<file path="src/rtl/imem_loader.sv">
// Instruction RAM loader: unpacks a framed byte stream (SYNC, LEN, data, XOR checksum)
// into 32-bit word writes and holds the CPU in reset until a valid image is in place.
module imem_loader #(
    parameter int          ROM_SIZE  = 32,
    parameter logic [7:0]  SYNC_BYTE = 8'h55,
    parameter int          TIMEOUT   = 100000
) (
    input  logic        clk,
    input  logic        reset,
    input  logic        rx_valid,
    input  logic [7:0]  rx_data,
    output logic        wr_en,
    output logic [31:0] wr_addr,
    output logic [31:0] wr_data,
    output logic        cpu_hold,
    output logic        load_done,
    output logic        load_err,
    output logic [7:0]  words_loaded
);

    localparam int            TW        = $clog2(TIMEOUT + 1);
    localparam logic [TW-1:0] TMO_LAST  = TW'(TIMEOUT - 1);
    localparam logic [7:0]    ROM_WORDS = 8'(ROM_SIZE);

    typedef enum logic [2:0] {
        S_IDLE = 3'd0,
        S_LEN  = 3'd1,
        S_DATA = 3'd2,
        S_CSUM = 3'd3,
        S_DONE = 3'd4,
        S_ERR  = 3'd5
    } state_t;

    function automatic logic [7:0] csum_update(input logic [7:0] csum, input logic [7:0] b);
        return csum ^ b;
    endfunction

    state_t        state_r, state_s;
    logic [7:0]    len_r, len_s;
    logic [7:0]    index_r, index_s;
    logic [1:0]    byte_cnt_r, byte_cnt_s;
    logic [23:0]   shift_r, shift_s;
    logic [7:0]    csum_r, csum_s;
    logic [TW-1:0] tmo_r, tmo_s;
    logic          tmo_hit_s;
    logic          active_s;
    logic          wr_en_r, wr_en_s;
    logic [31:0]   wr_addr_r, wr_addr_s;
    logic [31:0]   wr_data_r, wr_data_s;
    logic          hold_r, hold_s;
    logic          done_r, done_s;
    logic          err_r, err_s;
    logic [7:0]    words_r, words_s;

    // Idle-cycle watchdog: only runs while a frame is in flight.
    always_comb begin
        active_s  = (state_r == S_LEN) || (state_r == S_DATA) || (state_r == S_CSUM);
        tmo_hit_s = active_s && !rx_valid && (tmo_r == TMO_LAST);
        if (active_s && !rx_valid && !tmo_hit_s) begin
            tmo_s = tmo_r + TW'(1);
        end else begin
            tmo_s = '0;
        end
    end

    // Next-state and next-output logic for the frame parser.
    always_comb begin
        state_s    = state_r;
        len_s      = len_r;
        index_s    = index_r;
        byte_cnt_s = byte_cnt_r;
        shift_s    = shift_r;
        csum_s     = csum_r;
        wr_en_s    = 1'b0;
        wr_addr_s  = wr_addr_r;
        wr_data_s  = wr_data_r;
        hold_s     = hold_r;
        done_s     = done_r;
        err_s      = err_r;
        words_s    = words_r;

        case (state_r)
            S_IDLE, S_DONE, S_ERR: begin
                if (rx_valid && (rx_data == SYNC_BYTE)) begin
                    state_s = S_LEN;
                    hold_s  = 1'b1;
                    done_s  = 1'b0;
                    err_s   = 1'b0;
                    words_s = 8'd0;
                end else begin
                    state_s = state_r;
                end
            end
            S_LEN: begin
                if (rx_valid) begin
                    if ((rx_data == 8'd0) || (rx_data > ROM_WORDS)) begin
                        state_s = S_ERR;
                        err_s   = 1'b1;
                    end else begin
                        state_s    = S_DATA;
                        len_s      = rx_data;
                        index_s    = 8'd0;
                        byte_cnt_s = 2'd0;
                        csum_s     = 8'd0;
                    end
                end else if (tmo_hit_s) begin
                    state_s = S_ERR;
                    err_s   = 1'b1;
                end else begin
                    state_s = S_LEN;
                end
            end
            S_DATA: begin
                if (rx_valid) begin
                    csum_s = csum_update(csum_r, rx_data);
                    if (byte_cnt_r == 2'd3) begin
                        // Fourth byte completes the word; first byte lands in [31:24].
                        wr_en_s    = 1'b1;
                        wr_data_s  = {shift_r, rx_data};
                        wr_addr_s  = {22'd0, index_r, 2'b00};
                        words_s    = index_r + 8'd1;
                        index_s    = index_r + 8'd1;
                        byte_cnt_s = 2'd0;
                        if ((index_r + 8'd1) == len_r) begin
                            state_s = S_CSUM;
                        end else begin
                            state_s = S_DATA;
                        end
                    end else begin
                        shift_s    = {shift_r[15:0], rx_data};
                        byte_cnt_s = byte_cnt_r + 2'd1;
                    end
                end else if (tmo_hit_s) begin
                    state_s = S_ERR;
                    err_s   = 1'b1;
                end else begin
                    state_s = S_DATA;
                end
            end
            S_CSUM: begin
                if (rx_valid) begin
                    if (rx_data == csum_r) begin
                        state_s = S_DONE;
                        done_s  = 1'b1;
                        hold_s  = 1'b0;
                    end else begin
                        state_s = S_ERR;
                        err_s   = 1'b1;
                    end
                end else if (tmo_hit_s) begin
                    state_s = S_ERR;
                    err_s   = 1'b1;
                end else begin
                    state_s = S_CSUM;
                end
            end
            default: begin
                state_s = S_IDLE;
                hold_s  = 1'b1;
            end
        endcase
    end

    // State and output registers with synchronous reset.
    always_ff @(posedge clk) begin
        if (reset) begin
            state_r    <= S_IDLE;
            len_r      <= 8'd0;
            index_r    <= 8'd0;
            byte_cnt_r <= 2'd0;
            shift_r    <= 24'd0;
            csum_r     <= 8'd0;
            tmo_r      <= '0;
            wr_en_r    <= 1'b0;
            wr_addr_r  <= 32'd0;
            wr_data_r  <= 32'd0;
            hold_r     <= 1'b1;
            done_r     <= 1'b0;
            err_r      <= 1'b0;
            words_r    <= 8'd0;
        end else begin
            state_r    <= state_s;
            len_r      <= len_s;
            index_r    <= index_s;
            byte_cnt_r <= byte_cnt_s;
            shift_r    <= shift_s;
            csum_r     <= csum_s;
            tmo_r      <= tmo_s;
            wr_en_r    <= wr_en_s;
            wr_addr_r  <= wr_addr_s;
            wr_data_r  <= wr_data_s;
            hold_r     <= hold_s;
            done_r     <= done_s;
            err_r      <= err_s;
            words_r    <= words_s;
        end
    end

    assign wr_en        = wr_en_r;
    assign wr_addr      = wr_addr_r;
    assign wr_data      = wr_data_r;
    assign cpu_hold     = hold_r;
    assign load_done    = done_r;
    assign load_err     = err_r;
    assign words_loaded = words_r;

endmodule
</file>
<file path="config.mk">
export PLATFORM = sky130hd
export DESIGN_NAME = imem_loader
export DESIGN_NICKNAME = d
export VERILOG_FILES = /design/src/rtl/imem_loader.sv
export SDC_FILE = /design/constraint.sdc
export NUM_CORES = 1
export LEC_CHECK = 0
export ABC_CLOCK_PERIOD_IN_PS = 2500
export BUFFER_PORTS_ARGS = -buffer_cell sky130_fd_sc_hd__buf_4
export CAP_MARGIN = 40
export CORE_ASPECT_RATIO = 1.25
export CORE_UTILIZATION = 55
export CTS_CLUSTER_SIZE = 30
export DETAILED_ROUTE_END_ITERATION = 10
export HOLD_SLACK_MARGIN = 0.02
export PLACE_DENSITY = 0.84
export SYNTH_ARGS = -nofsm -noshare
export SYNTH_HDL_FRONTEND = slang
export SYNTH_SLANG_ARGS = --single-unit
export TNS_END_PERCENT = 20
</file>
<file path="constraint.sdc">
create_clock -name clk -period 2.5 [get_ports clk]
set_input_delay 0.25 -clock clk [delete_from_list [all_inputs] [get_ports clk]]
set_output_delay 0.25 -clock clk [all_outputs]
set_load 0.05 [all_outputs]
</file>
==> results.md, run 1 <==
- Hpwl dp: 8210 µm
- Clock sinks: 122
- Final setup violating endpoints: 0
- Die ar.: 0.0100 mm²
- Seq/Total Area, Yosys: 46.2%
- Nets: 716
- Final Hold Vio Count: 0
- Setup ws final: 0.386 ns
- Crit. path cell count: 5
- Cell mode on critical path: nor2_1
- Root Buffer: clkbuf_16
- P per Cell Area: 743 mW/mm²
- Filler instances: 707
- Power share of the clock group: 55.3%
- Post-CTS setup buffer count: 0
- First-pass GRT wire length: 20100 µm
- Finished Core Util: 68.7%
- Worst-case hold path end point: wr_data[6]
- Die height: 112 µm
- Total CTS buffers: 17
- Hold_sp: rx_data[6]
- DRT iter0 DRCs: 281
- Delay-heaviest family, CP: simple AND/OR/NAND/NOR gates
- Post-DRT Antenna Nets: 0
- Slowest cell delay on critical path: 0.69 ns
- Avg WL per Cell: 14.7 µm
- Mapped Area: 0.00529 mm²
- Critical path class: reg2reg
- I/O Pins: 87
- Hold buffers post-CTS: 0
- Clock skew: 0.00600 ns
- Sw Pwr: 1.04 mW
- RSZ-0062 raised after global routing: false
- Core area: 0.00922 mm²
- WP data required: 2.86 ns
- Initial antenna violation count: 0
- Worst r2r path cells: 5
- Starting Density: 57.3%
- # diodes: 0
- GRT Resource Usage Total: 26.2%
- DP Worst Slack: 0.212 ns
- Worst min path class: in2reg
- Max-slew violation count: 0
- Slew headroom: 44.4%
- Average size of a mapped cell: 8.02 µm²
- Crit path cell chain: or3b_2 > or3_1 > nor2_1 > a21oi_2 > nor2_1
- Status: completed
- Worst-path clk slew: 0.06 ns
- Fmax: 0.473 GHz
- Crit-path max FO: 25
- Number of global-route vias before repair: 4402
- Reg power frac: 41.3%
- Worst R2R Start: state_r[0]
- Crit share post-route: 84.6%
- Total routed wirelength: 12300 µm
- DR vias: 4623
- CP Launch Type: register
- TritonRoute pass-1 iters: 5
- Worst-margin pin slew: 0.811 ns
- Worst EP arrival: 2.47 ns
- Number of max-cap violations: 0
- Synth Warn #: 0
- WHS Path Cells: 3
- Synth Register Bits: 122
- Rows: 39
- DRC: 0
- Area grow syn2layout: 19.9%
- Buf+Inv Stages, Crit Path: 0
- Final GP Congestion: 0.880
- FF-to-FF End: byte_cnt_r[0]
- Slowest stage cell, crit path: or3_1
- Largest net degree at the start of global routing: 66
- H-tree depth: 4
- Post-Synthesis Cells: 659
- Asr flop ratio synth: 0%
- Int Power: 3.67 mW
- Grt total ovfl: 0
- FF-to-FF setup slack: 0.39 ns
- IO Port Bufs: 62
- Static leakage: 2.37 nW
- Setup TNS Final: 0 ns
- Share of cells above drive strength 1: 16.6%
- Clk_lat worst skew: 0.42 ns
- Post_cts resized: 0
- Logic pwr share: 3.5%
- Vias per Instance: 5.52
- Die X-Extent: 89.7 µm
- Post-synth EDFFs: 0
- CTS tree: built
- Peak VDD IR: 0.541 mV
- Switching Fraction: 22.2%
- Crit. End Element: register
- Fin crit period: 2.11 ns
- Post-synth top flop: dfxtp_1
- Synth cell types: 56
- Clk buf depth: 2
-- per-stage QoR --
step	instance area, µm²	hold slack (ns)	power (mW)	cells
final	6340	0.127	4.71	838
after global routing	6340	0.127	4.83	838
after CTS	6340	0.119	4.73	838
after detailed placement	5710	0.449	2.15	806
after global placement	5710	0.443	2.14	806
after floorplan	5370	0.386	2.15	682
-- final cells by class --
class / count / area [µm²] / share of cell area, %
multi-input combinational: 480 / 2530 / 39.8
inverter: 10 / 37.5 / 0.592
clock inverter: 13 / 191 / 3.02
clock buffer: 19 / 443 / 6.99
tap: 123 / 154 / 2.43
timing repair buffer: 71 / 546 / 8.60
sequential: 122 / 2440 / 38.5
-- Yosys cell counts, drive strengths merged (5+ instances only) --
master  count  area [µm²]
buf        34         236
dfxtp     122        2440
nor2       65         268
nand4       6        37.5
clkbuf     36         135
xnor2      11        96.3
nand2     150         563
a21oi      90         454
o21ai      17         111
nor3       11        55.1
nand3      12        60.1
nor4        5        43.8
or3         6        37.5
inv        10        37.5
xor2       20         175
and3        5        31.3
mux2i       9        90.1
-- kinds of logic after synthesis --
group	share of synthesized area [%]
AO/OA/AOI/OAI	14.7
XOR/XNOR	5.14
adder cells (fa/ha/maj)	0.710
buffers and inverters	7.74
flip-flops	46.2
multiplexers	1.70
other	0.0709
AND/OR/NAND/NOR	23.7
-- worst register-to-register path, cell delays in order (launching register included) --
cell     delay [ns]
dfxtp_1        0.37
or3b_2         0.61
or3_1          0.69
nor2_1         0.24
a21oi_2        0.05
nor2_1         0.09
-- power by group through the flow --
stage / combinational (mW) / clock [mW] / sequential, mW
2_1_floorplan: 0.159 / 0 / 1.99
3_3_place_gp: 0.158 / 0 / 1.99
3_5_place_dp: 0.160 / 0 / 1.99
4_1_cts: 0.160 / 2.63 / 1.95
5_1_grt: 0.171 / 2.71 / 1.94
6_report: 0.163 / 2.61 / 1.95
-- worst max path at each step --
stage,startpoint,to
2_1_floorplan,rx_data[1],csum_r[4]
3_3_place_gp,rx_data[2],len_r[1]
3_5_place_dp,rx_data[2],len_r[2]
4_1_cts,state_r[0],byte_cnt_r[0]
5_1_grt,tmo_r[0],tmo_r[15]
6_report,state_r[0],byte_cnt_r[0]
-- state kept, by name (all words and copies together), names as in the netlist, 8 cells and up --
name / count
index_r: 8
csum_r: 8
len_r: 8
wr_addr: 8
tmo_r: 17
shift_r: 24
words_loaded: 8
wr_data: 32
-- per-layer routing --
metal	GRT usage (%)	wire length, µm	vias to the layer above
li1	-	-	2246
met1	30.4	5020	2185
met2	44.1	6240	157
met3	7.41	663	35
met4	11.0	369	0
met5	0	0	-
-- layout by cell type, fill, tap and decap left out, types with 2 or more instances in the layout --
cell / n
mux2i_1: 9
nor4_1: 3
a311o_1: 2
a221oi_1: 2
a311oi_1: 4
nand2_1: 150
nand2b_1: 4
o21ai_0: 10
nor4_2: 2
clkbuf_16: 17
nor3b_1: 3
a22oi_1: 2
xnor2_1: 11
dfxtp_1: 122
nand3b_1: 4
o2111ai_1: 2
nor3_1: 10
ha_1: 3
buf_4: 70
and3_1: 5
conb_1: 24
clkinvlp_4: 3
inv_1: 10
inv_6: 3
nand3_1: 12
a21oi_1: 89
or3_1: 6
nor2b_1: 2
xor2_1: 20
o21ai_2: 7
bufinv_16: 4
nor2_1: 63
nand4_1: 6
a21o_1: 2
clkinv_4: 2
(Power assumes the default switching activity.)
==> run 2, diff against run 1 <==
Settings changed: ABC_CLOCK_PERIOD_IN_PS 2500 to 1900, CORE_UTILIZATION 55 to 51, PLACE_DENSITY 0.84 to 0.82.
Clock period 2.5 ns to 1.9 ns, I/O delays scaled along.
==> run 2 against run 1 <==
  * Sequential share of layout area decreased by 1.4 points
  * Largest cell class unchanged
  * Critical endpoint is now state_r[0]
  * Combinational power is 48% higher
  * Sequential power grew 31%
  * Critical path type unchanged
  * Global-route usage is 1.6 points lower
  * Power up 23%
  * Cell area increased by 3.8%
  * Clock power rose by 15%
  * Cell count up 4.4%
  * Non-clock buffer count is 32 higher
==> results.md, run 2 (synthesis gave the netlist of run 1 again) <==
- Total power: 5.81 mW (+23%)
- CTS tree: built
- Static leakage: 2.51 nW (+5.8%)
- Root Buffer: clkbuf_16
- IO Port Bufs: 62 (unchanged)
- DRT iter0 DRCs: 365 (+30%)
- Die height: 116 µm (+3.8%)
- Clock skew: 0.00946 ns (+0.00346 ns)
- Register area: 0.00244 mm² (+0.10%)
- Post-CTS setup buffer count: 0 (unchanged)
- Starting Density: 52.3% (-5.0 points)
- H-tree depth: 4 (unchanged)
- TritonRoute pass-1 iters: 5 (unchanged)
- Slew headroom: 66.4% (+22 points)
- Largest net degree at the start of global routing: 50 (-24%)
- Final Hold Vio Count: 0 (unchanged)
- Grt total ovfl: 0 (unchanged)
- Share of cells above drive strength 1: 20.9% (+4.3 points)
- Final setup violating endpoints: 0 (unchanged)
- Worst EP arrival: 2.12 ns (-0.35 ns)
- Worst min path class: in2reg
- Max-slew violation count: 0 (unchanged)
- Most frequent cells in the layout: 150 x nand2_1, 120 x dfxtp_1, 99 x buf_4, 89 x a21oi_1, 63 x nor2_1
- Rows: 41 (+5.1%)
- I/O Pins: 87 (unchanged)
- RSZ-0062 raised after global routing: false
- Vias per Instance: 5.47 (-0.87%)
- Critical path class: reg2reg
- Post-DRT Antenna Nets: 0 (unchanged)
- Die X-Extent: 93.1 µm (+3.8%)
- Multi-input logic area: 0.00255 mm² (+1.1%)
- Hold_sp: rx_data[6]
- Nets: 748 (+4.5%)
- Worst R2R Start: index_r[0]
- Most common cell after layout, fill and taps aside: nand2_1
- Crit-path max FO: 5 (-80%)
- P per Cell Area: 883 mW/mm² (+19%)
- First-pass GRT wire length: 20600 µm (+2.3%)
- Initial antenna violation count: 0 (unchanged)
- # diodes: 0 (unchanged)
- Total CTS buffers: 17 (unchanged)
- GRT Resource Usage Total: 24.5% (-1.6 points)
- Total routed wirelength: 13200 µm (+7.6%)
- Number of global-route vias before repair: 4478 (+1.7%)
- Clock sinks: 122 (unchanged)
- CP Launch Type: register
- Max reg flops: 32 (unchanged)
- Hold buffers post-CTS: 0 (unchanged)
- WP data required: 2.20 ns (-0.66 ns)
- Filler instances: 784 (+11%)
- Fin crit period: 1.82 ns (-0.299 ns)
- Fmax: 0.551 GHz (+16%)
- Status: completed
- Peak VDD IR: 0.769 mV (+42%)
- Final GP Congestion: 0.921 (+4.7%)
- DRC: 0 (unchanged)
- Area grow syn2layout: 24.5%
- Hpwl dp: 8810 µm (+7.3%)
- Number of max-cap violations: 0 (unchanged)
- Worst-margin pin slew: 0.503 ns (-0.308 ns)
- Worst Setup SP: index_r[0]
- Crit share post-route: 95.5% (+11 points)
- Worst-path clk slew: 0.06 ns (about the same)
- Clk_lat worst skew: 0.41 ns (about the same)
- Crit. End Element: register
- Setup TNS Final: 0 ns (unchanged)
- DR vias: 4785 (+3.5%)
- Clk buf depth: 2 (unchanged)
- Avg WL per Cell: 15.1 µm (+3.1%)
- Core area: 0.0101 mm² (+9.6%)
- Die ar.: 0.0108 mm² (+7.7%)
run 2: through the flow:
stage / worst slack (ns) / cell area (µm²) / instances / hold slack [ns] / util, %
finish: 0.0850 / 6580 / 875 / 0.122 / 65.1
global route: 0.00399 / 6580 / 875 / 0.114 / 65.1
CTS: 0.00193 / 6550 / 875 / 0.111 / 64.8
detailed placement: -0.169 / 5990 / 844 / 0.448 / 59.3
global placement: -0.132 / 5990 / 844 / 0.446 / 59.3
floorplan: 0.0313 / 5370 / 682 / 0.326 / -
run 2: path summary, 6_finish.rpt:
path	endpoint	slack, ns	cells after the start
setup / recovery	state_r[0]	0.08	7
hold / removal	shift_r[6]	0.12	3
setup reg to reg	state_r[0]	0.08	7
hold reg to reg	wr_data[2]	0.46	2
run 2: area by class of cell:
class	count	share of cell area [%]
Clock buffer	18	6.67
Timing Repair Buffer	103	12.5
Tap cell	129	2.45
Sequential cell	122	37.1
Multi-Input combinational cell	480	38.8
Inverter	10	0.570
Clock inverter	13	1.84
run 2: what timing repair did:
| item | 4_1_cts | 5_1_grt |
|---|---|---|
| resized for setup | 0 | 8 |
| endpoints found under the hold margin | 0 | 0 |
| setup endpoints to repair | 0 | 19 |
run 2: routing by layer:
layer | up-vias | share of wire [%] | global-route usage [%]
met3 | 39 | 5.4 | 5.58
met4 | 0 | 3.4 | 13.5
met5 | - | 0 | 0
met2 | 186 | 51 | 42.7
li1 | 2311 | - | -
met1 | 2249 | 40 | 27.7
run 2: critical path, cell delays in order, from the launching register on:
cell and delay (ns):
dfxtp_2 0.34, ha_1 0.23, and3_1 0.21, and3_1 0.24, xnor2_2 0.22, xnor2_1 0.15, nor4_1 0.07, a211o_1 0.24
run 2: power by group:
| group | internal, mW | switching (mW) | total (mW) |
|---|---|---|---|
| sequential | 2.56 | 0.000170 | 2.56 |
| combinational | 0.0438 | 0.198 | 0.242 |
| clock | 1.83 | 1.18 | 3.01 |
| total | 4.43 | 1.38 | 5.81 |
